<file path="config.mk">
export PLATFORM = sky130hd
export DESIGN_NAME = iobus_prng
export DESIGN_NICKNAME = d
export VERILOG_FILES = /design/src/rtl/iobus_prng.sv
export SDC_FILE = /design/constraint.sdc
export NUM_CORES = 1
export LEC_CHECK = 0
export BUFFER_PORTS_ARGS = -buffer_cell sky130_fd_sc_hd__clkbuf_2
export CAP_MARGIN = 20
export CORE_ASPECT_RATIO = 2
export CORE_MARGIN = 2
export CORE_UTILIZATION = 48
export DETAILED_ROUTE_END_ITERATION = 10
export GPL_TIMING_DRIVEN = 0
export PLACE_DENSITY = 0.74
export SLEW_MARGIN = 20
export SYNTH_ARGS = -nofsm -noshare
export SYNTH_HDL_FRONTEND = slang
export SYNTH_SLANG_ARGS = --single-unit
</file>
<file path="constraint.sdc">
create_clock -name io_clk -period 5.15 [get_ports io_clk]
set_input_delay 1.03 -clock io_clk [delete_from_list [all_inputs] [get_ports io_clk]]
set_output_delay 1.03 -clock io_clk [all_outputs]
set_load 0.01 [all_outputs]
</file>
<file path="src/rtl/iobus_prng.sv">
// -----------------------------------------------------------------------------
// iobus_prng
//
// Purpose:
//   Memory-mapped xorshift32 pseudo-random number generator on the IO bus.
//   One decoded window of ADDRESS_STRIDE bytes starting at BASE_ADDRESS.
//   Every decoded access (hit) completes with a single io_ready pulse one
//   cycle after io_addr_strobe; misses are ignored completely.
//
//   Register map (word offset = io_address[11:2]):
//     0x0 SEED  RW  read: current generator state
//                   write: byte-merged into the state, zero result loads 1
//     0x4 RAND  RO  read: state <= xorshift32(state), returns the new state
//     0x8 COUNT RW  number of RAND reads (wrapping), any write clears it
//                   (present only when IOBUS_PRNG_COUNT_EN is defined)
//   Undefined offsets (and writes to RAND) are acknowledged, have no effect
//   and read as 0.
//
// Build option:
//   IOBUS_PRNG_COUNT_EN  define to include the COUNT register.
//
// Ports:
//   io_clk           in   clock, rising edge
//   io_rst_n         in   asynchronous active-low reset
//   io_addr_strobe   in   one-cycle transaction start
//   io_read_strobe   in   read qualifier
//   io_write_strobe  in   write qualifier (wins over read)
//   io_address       in   32-bit byte address
//   io_byte_enable   in   write byte lanes, bit n -> bits 8n+7:8n
//   io_write_data    in   32-bit write data
//   io_read_data     out  32-bit read data, 0 outside a read response
//   io_ready         out  one-cycle completion pulse
// -----------------------------------------------------------------------------
module iobus_prng #(
    parameter logic [31:0] BASE_ADDRESS   = 32'hC0002000,
    parameter logic [31:0] ADDRESS_STRIDE = 32'h1000
) (
    input  logic        io_clk,
    input  logic        io_rst_n,
    input  logic        io_addr_strobe,
    input  logic        io_read_strobe,
    input  logic        io_write_strobe,
    input  logic [31:0] io_address,
    input  logic [3:0]  io_byte_enable,
    input  logic [31:0] io_write_data,
    output logic [31:0] io_read_data,
    output logic        io_ready
);

    localparam logic [0:0] ST_IDLE = 1'b0;
    localparam logic [0:0] ST_RESP = 1'b1;

    localparam logic [9:0] OFS_SEED  = 10'd0;
    localparam logic [9:0] OFS_RAND  = 10'd1;
    localparam logic [9:0] OFS_COUNT = 10'd2;

    // Window end computed one bit wider so a window touching the top of the
    // address space does not wrap to zero.
    localparam logic [32:0] WIN_BASE = {1'b0, BASE_ADDRESS};
    localparam logic [32:0] WIN_END  = {1'b0, BASE_ADDRESS} + {1'b0, ADDRESS_STRIDE};

    localparam logic [31:0] STATE_RESET = 32'h0000_0001;

    // -------------------------------------------------------------------------
    // Helper functions
    // -------------------------------------------------------------------------
    function automatic logic [31:0] xorshift32(input logic [31:0] x_in);
        logic [31:0] x;
        x = x_in;
        x = x ^ (x << 13);
        x = x ^ (x >> 17);
        x = x ^ (x << 5);
        return x;
    endfunction

    function automatic logic [31:0] merge_bytes(input logic [31:0] old_val,
                                                input logic [31:0] new_val,
                                                input logic [3:0]  be);
        logic [31:0] m;
        for (int i = 0; i < 4; i++) begin
            m[8*i +: 8] = be[i] ? new_val[8*i +: 8] : old_val[8*i +: 8];
        end
        return m;
    endfunction

    // -------------------------------------------------------------------------
    // Registers
    // -------------------------------------------------------------------------
    logic [0:0]  r_fsm;
    logic        r_ready;
    logic [31:0] r_read_data;
    logic [31:0] r_state;
`ifdef IOBUS_PRNG_COUNT_EN
    logic [31:0] r_count;
`endif

    // -------------------------------------------------------------------------
    // Decode
    // -------------------------------------------------------------------------
    logic        w_in_window;
    logic        w_hit;
    logic        w_accept;
    logic        w_wr;
    logic        w_rd;
    logic [9:0]  w_offset;

    assign w_in_window = ({1'b0, io_address} >= WIN_BASE) &&
                         ({1'b0, io_address} <  WIN_END);
    assign w_hit       = io_addr_strobe && w_in_window;
    // Strobes arriving while the response is still being presented are dropped.
    assign w_accept    = w_hit && (r_fsm == ST_IDLE);
    assign w_wr        = io_write_strobe;
    assign w_rd        = io_read_strobe && !io_write_strobe;
    assign w_offset    = io_address[11:2];

    // -------------------------------------------------------------------------
    // Next-state and read mux
    // -------------------------------------------------------------------------
    logic [31:0] w_rand_next;
    logic [31:0] w_seed_merged;
    logic [31:0] w_state_next;
    logic [31:0] w_rdata;
`ifdef IOBUS_PRNG_COUNT_EN
    logic [31:0] w_count_next;
`endif

    assign w_rand_next   = xorshift32(r_state);
    assign w_seed_merged = merge_bytes(r_state, io_write_data, io_byte_enable);

    always_comb begin
        w_state_next = r_state;
        if (w_accept) begin
            if (w_wr && (w_offset == OFS_SEED)) begin
                // An all-zero state would lock xorshift at zero forever.
                w_state_next = (w_seed_merged == 32'h0) ? STATE_RESET : w_seed_merged;
            end else if (w_rd && (w_offset == OFS_RAND)) begin
                w_state_next = w_rand_next;
            end
        end
    end

`ifdef IOBUS_PRNG_COUNT_EN
    always_comb begin
        w_count_next = r_count;
        if (w_accept && w_wr && (w_offset == OFS_COUNT)) begin
            w_count_next = 32'h0;
        end else if (w_accept && w_rd && (w_offset == OFS_RAND)) begin
            w_count_next = r_count + 32'd1;
        end
    end
`endif

    always_comb begin
        w_rdata = 32'h0;
        if (w_rd) begin
            case (w_offset)
                OFS_SEED:  w_rdata = r_state;
                OFS_RAND:  w_rdata = w_rand_next;
`ifdef IOBUS_PRNG_COUNT_EN
                OFS_COUNT: w_rdata = r_count;
`endif
                default:   w_rdata = 32'h0;
            endcase
        end
    end

    // -------------------------------------------------------------------------
    // Sequential: FSM, response and register state
    // -------------------------------------------------------------------------
    always_ff @(posedge io_clk or negedge io_rst_n) begin
        if (!io_rst_n) begin
            r_fsm       <= ST_IDLE;
            r_ready     <= 1'b0;
            r_read_data <= 32'h0;
        end else begin
            case (r_fsm)
                ST_IDLE: begin
                    if (w_accept) begin
                        r_fsm       <= ST_RESP;
                        r_ready     <= 1'b1;
                        r_read_data <= w_rdata;
                    end else begin
                        r_ready     <= 1'b0;
                        r_read_data <= 32'h0;
                    end
                end
                default: begin
                    // Response lasts exactly one cycle; bus returns to 0.
                    r_fsm       <= ST_IDLE;
                    r_ready     <= 1'b0;
                    r_read_data <= 32'h0;
                end
            endcase
        end
    end

    always_ff @(posedge io_clk or negedge io_rst_n) begin
        if (!io_rst_n) begin
            r_state <= STATE_RESET;
        end else begin
            r_state <= w_state_next;
        end
    end

`ifdef IOBUS_PRNG_COUNT_EN
    always_ff @(posedge io_clk or negedge io_rst_n) begin
        if (!io_rst_n) begin
            r_count <= 32'h0;
        end else begin
            r_count <= w_count_next;
        end
    end
`endif

    assign io_ready     = r_ready;
    assign io_read_data = r_read_data;

endmodule

</file>
==> metrics.md, run 1 <==
| Metric | Value |
|---|---|
| Critical path class | primary input to register |
| Die Y | ~130 µm |
| Die X | roughly 69 µm |
| Area of the core | roughly 8200 µm² |
| Initial Util | 49.1% |
| Least-Margin Pin Slew | about 0.80 ns |
| DR iter-0 viols | 210 |
| H-tree levels | 3 |
| Most common cell after layout, fill and taps aside | clkbuf_2 |
| Syn Area/Cell | ~9.6 µm² |
| Post CTS Setup Buffer Count | 0 |
| Seq/Total Area, Yosys | 40.3% |
| Crit-path max FO | 10 |
| First-pass GRT wire length | between 20000 and 25000 µm |
| # diodes | 0 |
| Vias in the first global route | 3887 |
| Layout area overhead | 23.2% |
| Commonest non-fill, non-tap cells in the layout | 98 x clkbuf_2, 64 x dfrtp_1, 50 x xnor2_1 |
| Hpwl dp | approximately 10000 µm |
| CTS Hold Bufs | 0 |
| Max-slew headroom | a little under half |
| Clk buf depth | 2 |
| Vias per Instance | 5.96 |
| GPL Wtd Cong | around 1 |
| Synth cell types | 50 |
| CTS tree | yes |
| Tmin final | 2.77 ns |
| Final Hold Viols | 0 |
| Total Wirelength | approximately 13000 µm |
| Number of synthesized flops with an enable pin | 0 |
| Final setup vio count | 0 |
| # DRC | 0 |
| HP Class | register to register |
| Root Buffer | clkbuf_16 |
| Post_cts resized | 0 |
| Clock slew seen by the registers of the worst setup and hold paths | 0.05 ns |
| Antenna violations before repair | 0 |
| Routed len/inst | 20.9 µm |
| RSZ-0062 raised after global routing | false |
| CP arrival | 2.98 ns |
| IO Count | 106 |
| P per Cell Area | 242 nW/µm² |
| Gr ovfl total | 0 |
| Synth Instances | approximately 420 |
| Syn Nets | 495 |
| Outcome | complete, no violations |
| Top_reg_cell synth | dfrtp_1 |
| Clock Skew | roughly 0.0058 ns |
| Yosys reg bits | 65 |
| Post-DRT Antenna Nets | 0 |
| Share of cells above drive strength 1 | a little over a quarter |
| FILL cells | 760 |
| Worst Path Required | about 5.4 ns |
| Leak | between 2 and 2.5 nW |
| Max Cap Violations | 0 |
| Die area | approximately 9200 µm² |
| Final Util | roughly three fifths |
| Vias | around 3800 |
| Asr flop ratio synth | between 90% and 100% |
| DR pass1 iterations | 4 |
| Critical path startpoint category | primary input |
| Pins Over Slew Limit | 0 |
| CP Capture Type | register |
| TNS Setup | 0 ns |
| Num CTS Buffers | 9 |
| Port Buffers | just under 100 |
| Clock Sinks | between 60 and 70 |
| Peak supply drop | roughly 160 µV |
| Synthesized area | about 4000 µm² |
| # rows | 47 |
| Clk_lat worst skew | ~0.34 ns |
| GRT Util Overall | between 30% and 40% |
| Nets | a little over 600 |
| Tcrit/Tclk final | between 50% and 60% |
| Yosys warnings | 0 |
| Fmax | 361 MHz |
| Largest net degree at the start of global routing | 36 |
[metrics by stage]
stage | hold slack, ns | power [mW] | cells | cell area, µm² | setup slack (ns)
floorplan | 0.567 | 0.548 | 422 | 4040 | 2.55
global placement | 0.590 | 0.599 | 619 | 4660 | 2.09
detailed placement | 0.606 | 0.603 | 620 | 4680 | 2.08
CTS | 0.613 | 1.21 | 636 | 4980 | 2.43
global route | 0.627 | 1.24 | 636 | 4980 | 2.12
finish | 0.616 | 1.20 | 636 | 4980 | 2.38
[Yosys cell counts (all sizes together) (2+ instances only)]
library cell	count	share of area, %
o22ai	8	1.2
nand2	22	2.1
buf	14	1.9
mux2i	8	2.0
xor2	23	5.0
clkbuf	25	2.3
nand3	6	0.74
nor3b	10	1.9
nor4b	3	0.65
o2bb2ai	10	2.2
a211o	3	0.68
nor2b	2	0.31
o21ai	16	2.0
a211oi	20	3.7
nor2	48	4.9
or4	2	0.46
a2bb2oi	28	6.1
inv	4	0.37
dfrtp	64	40
xnor2	50	11
nor3	18	2.5
and4	3	0.65
a41oi	2	0.43
nor4	11	2.2
nand4	5	1.3
a21o	2	0.37
and3	4	0.62
[where the power goes]
group          internal [mW]  switching (mW)  leakage [nW]
clock network          0.386           0.225         0.142
registers              0.511    0.0000000158         0.900
logic                 0.0326          0.0501          1.32
[sequential cells by signal, indices dropped and copies added, names as in the netlist]
name / count
io_read_data: 32
r_state: 32
io_ready: 1
[final cells by class]
class | count | area, µm² | share of cell area, %
multi-input combinational | 314 | 2230 | 44.8
sequential | 65 | 1630 | 32.7
timing repair buffer | 100 | 518 | 10.4
clock buffer | 11 | 243 | 4.87
buffer | 39 | 170 | 3.42
tap | 98 | 123 | 2.46
clock inverter | 5 | 55.1 | 1.10
inverter | 4 | 15.0 | 0.301
[path summary, 6_finish.rpt]
check,startpoint,endpoint,slack (ns),depth (start not counted)
min reg2reg,r_state[19],r_state[19],0.62,1
min in group asynchronous,io_rst_n,io_read_data[5],0.66,1
min,r_state[19],r_state[19],0.62,1
max reg2reg,io_ready,io_read_data[19],2.87,8
max,io_address[7],r_state[2],2.38,8
max in group asynchronous,io_rst_n,r_state[0],3.88,2
[cell families after synthesis]
kind of cell / synth area share, %
xor gates and xnor gates: 16.4
AOI/OAI and AO/OA: 17.7
DFF: 40.3
muxes: 1.98
and+or+nand+nor: 19.2
buffers and inverters: 4.58
[metal layers]
| layer | vias to the layer above | global-route usage [%] | wire (µm) |
|---|---|---|---|
| met5 | - | 0 | 0 |
| met2 | 181 | 52.5 | 7120 |
| met4 | 0 | 20.2 | 827 |
| li1 | 1740 | - | - |
| met1 | 1822 | 34.2 | 4560 |
| met3 | 49 | 5.62 | 800 |
[critical path, stage by stage]
cell,delay [ns]
clkbuf_2,0.08
nor3_1,0.47
and4_1,0.27
clkbuf_1,0.30
buf_2,0.38
nor3_1,0.08
a211oi_1,0.26
o21ai_0,0.11
Power figures use the tool's default switching activity.
==> run 2, diff against run 1 <==
PLACE_DENSITY = 0.77   (was 0.74)
clock period = 2.45 ns   (was 5.15 ns; I/O delays follow)
==> run 2 against run 1 <==
Against the previous run: sequential share of layout area hardly changed; clock power is 110% higher; die area stayed put; non-clock buffer count stayed put; cell count stayed put; utilization hardly changed; first-iteration DRC count is 72% higher; total power is 110% higher; clock-buffer cell count stayed put; critical endpoint is now r_state[23].
==> metrics.md, run 2 (synthesis gave the netlist of run 1 again) <==
| Metric | Value |
|---|---|
| Antenna violations before repair | 0 (unchanged) |
| Vias per Instance | 6.04 (+1.2%) |
| Final Hold Viols | 0 (unchanged) |
| Reg2reg path depth | 6 (-2) |
| CTS tree | yes |
| Non-filler cells, final | 636 (unchanged) |
| Least-Margin Pin Slew | 0.799 ns (-0.00343 ns) |
| Vias in the first global route | 3819 (-1.7%) |
| Die area | 9220 µm² (unchanged) |
| Met3 wire length | 831 µm (+3.9%) |
| FILL cells | 752 (-1.1%) |
| Most used cell along the critical path | nor4_1 |
| # DRC | 0 (unchanged) |
| Worst Path Required | 2.67 ns (-2.69 ns) |
| Die Y | 134 µm (unchanged) |
| Root Buffer | clkbuf_16 |
| Final setup margin | 0.175 ns (-2.21 ns) |
| First-pass GRT wire length | 20700 µm (-0.20%) |
| Top Metal Used | met4 |
| Max-slew headroom | 46.6% (+0.23 points) |
| Pre-CTS setup slack | -0.112 ns (-2.19 ns) |
| # diodes | 0 (unchanged) |
| Clock Sinks | 65 (unchanged) |
| Clock slew seen by the registers of the worst setup and hold paths | 0.06 ns (about the same) |
| Reg2reg setup slack | 0.17 ns (-2.70 ns) |
| Share of cells above drive strength 1 | 26.4% (-0.19 points) |
| Nets | 606 (unchanged) |
| Peak supply drop | 311 µV (+89%) |
| P per Cell Area | 504 nW/µm² (+110%) |
| Placed insts | 620 (unchanged) |
| Crit-path max FO | 6 (-4) |
| IO Count | 106 (unchanged) |
| Post_cts resized | 0 (unchanged) |
| HP Class | primary input to asynchronous set/reset pin |
| GPL Wtd Cong | 0.966 (-0.63%) |
| H-tree levels | 3 (unchanged) |
| Clock Skew | 0.00559 ns (-0.000251 ns) |
| Vias | 3839 (+1.2%) |
| Worst reg2reg path startpoint | r_state[17] |
| # rows | 47 (unchanged) |
| Die X | 68.9 µm (unchanged) |
| Tcrit/Tclk final | between 90% and 100% |
| Clk_lat worst skew | 0.34 ns (about the same) |
| CP arrival | 2.49 ns (-0.49 ns) |
| Critical path class | register to register |
| Total Wirelength | 13600 µm (+2.6%) |
| DR iter-0 viols | 361 (+72%) |
| Leak | 2.37 nW (about the same) |
| Fmax | 439 MHz |
| Post CTS Setup Buffer Count | 0 (unchanged) |
| Hpwl dp | 10500 µm (+1.3%) |
| Critical path startpoint category | register |
| R2R Path End | r_state[23] |
| Tmin final | ~2.3 ns |
| Final Instance Area | 4980 µm² (about the same) |
| CTS Hold Bufs | 0 (unchanged) |
| Post-DRT Antenna Nets | 0 (unchanged) |
| Placed cell area | 4690 µm² (+0.16%) |
| Routed len/inst | 21.5 µm (+2.6%) |
| Met2 routed WL | 7050 µm (-1.0%) |
| Max Cap Violations | 0 (unchanged) |
| Initial Util | 49.1% (unchanged) |
| Final hold slack | 0.0287 ns (-0.587 ns) |
| Outcome | complete, no violations |
| Clk buf depth | 2 (unchanged) |
| DR pass1 iterations | 5 (+1) |
| GRT Util Overall | 31.7% (+0.59 points) |
| Final setup vio count | 0 (unchanged) |
| Commonest non-fill, non-tap cells in the layout | 98 x clkbuf_2, 64 x dfrtp_1, 50 x xnor2_1 |
| Num CTS Buffers | 9 (unchanged) |
| Area of the core | 8230 µm² (unchanged) |
| Slowest Stage Delay on Critical Path | 0.55 ns (+0.08 ns) |
| Metal-1 WL | 4490 µm (-1.4%) |
| Most common cell after layout, fill and taps aside | clkbuf_2 |
| Largest net degree at the start of global routing | 55 (+53%) |
| Cell breakdown of the critical path | clkbuf_1 > nor4_1 > mux2i_1 > nor4_1 > a21oi_2 > a211o_1 |
| Pins Over Slew Limit | 0 (unchanged) |
| Port Buffers | 99 (unchanged) |
| Layout area overhead | 23.2% (about the same) |
| Gr ovfl total | 0 (unchanged) |
| RSZ-0062 raised after global routing | false |
| TNS Setup | 0 ns (unchanged) |
| Slowest-stage cell, CP | nor4_1 |
| CP Capture Type | register |
run 2: worst max-delay path by stage:
stage / from / endpoint / cells after the start
5_1_grt: io_address[7] / r_state[19] / 7
4_1_cts: r_state[17] / r_state[23] / 6
3_5_place_dp: io_address[2] / r_state[9] / 7
3_3_place_gp: io_address[2] / r_state[7] / 7
2_1_floorplan: io_byte_enable[1] / r_state[15] / 6
6_report: r_state[17] / r_state[23] / 6
run 2: area by class of cell:
cell class	instances	area [µm²]	area share (%)
clock buffers	11	233	4.67
inverters	4	15.0	0.301
flip-flops and latches	65	1630	32.7
well taps	98	123	2.46
repair buffers	100	526	10.6
multi-input cells	314	2230	44.8
plain buffers	39	170	3.42
clock inverters	5	56.3	1.13
run 2: worst max-delay path, delay by kind of cell (launching register included):
family	cells	cell delay [ns]
and+or+nand+nor	2	0.97
AOI/OAI and AO/OA	2	0.44
DFF	1	0.37
buffers and inverters	1	0.24
muxes	1	0.15
run 2: where the power goes:
group / total, mW / internal [mW] / leakage (nW) / switching [mW]
sequential: 1.07 / 1.07 / 0.900 / 0.0000000347
clock: 1.26 / 0.786 / 0.139 / 0.477
combinational: 0.175 / 0.0699 / 1.33 / 0.105
run 2: through the flow:
| step | util, % | power [mW] |
|---|---|---|
| 2_1_floorplan | - | 1.15 |
| 3_3_place_gp | 56.6 | 1.26 |
| 3_5_place_dp | 57.0 | 1.27 |
| 4_1_cts | 60.5 | 2.52 |
| 5_1_grt | 60.5 | 2.60 |
| 6_report | 60.5 | 2.51 |
run 2: layer usage:
metal,vias up,GRT usage (%)
li1,1739,-
met1,1817,34.4
met2,217,51.5
met3,66,6.12
met4,0,24.8
met5,-,0
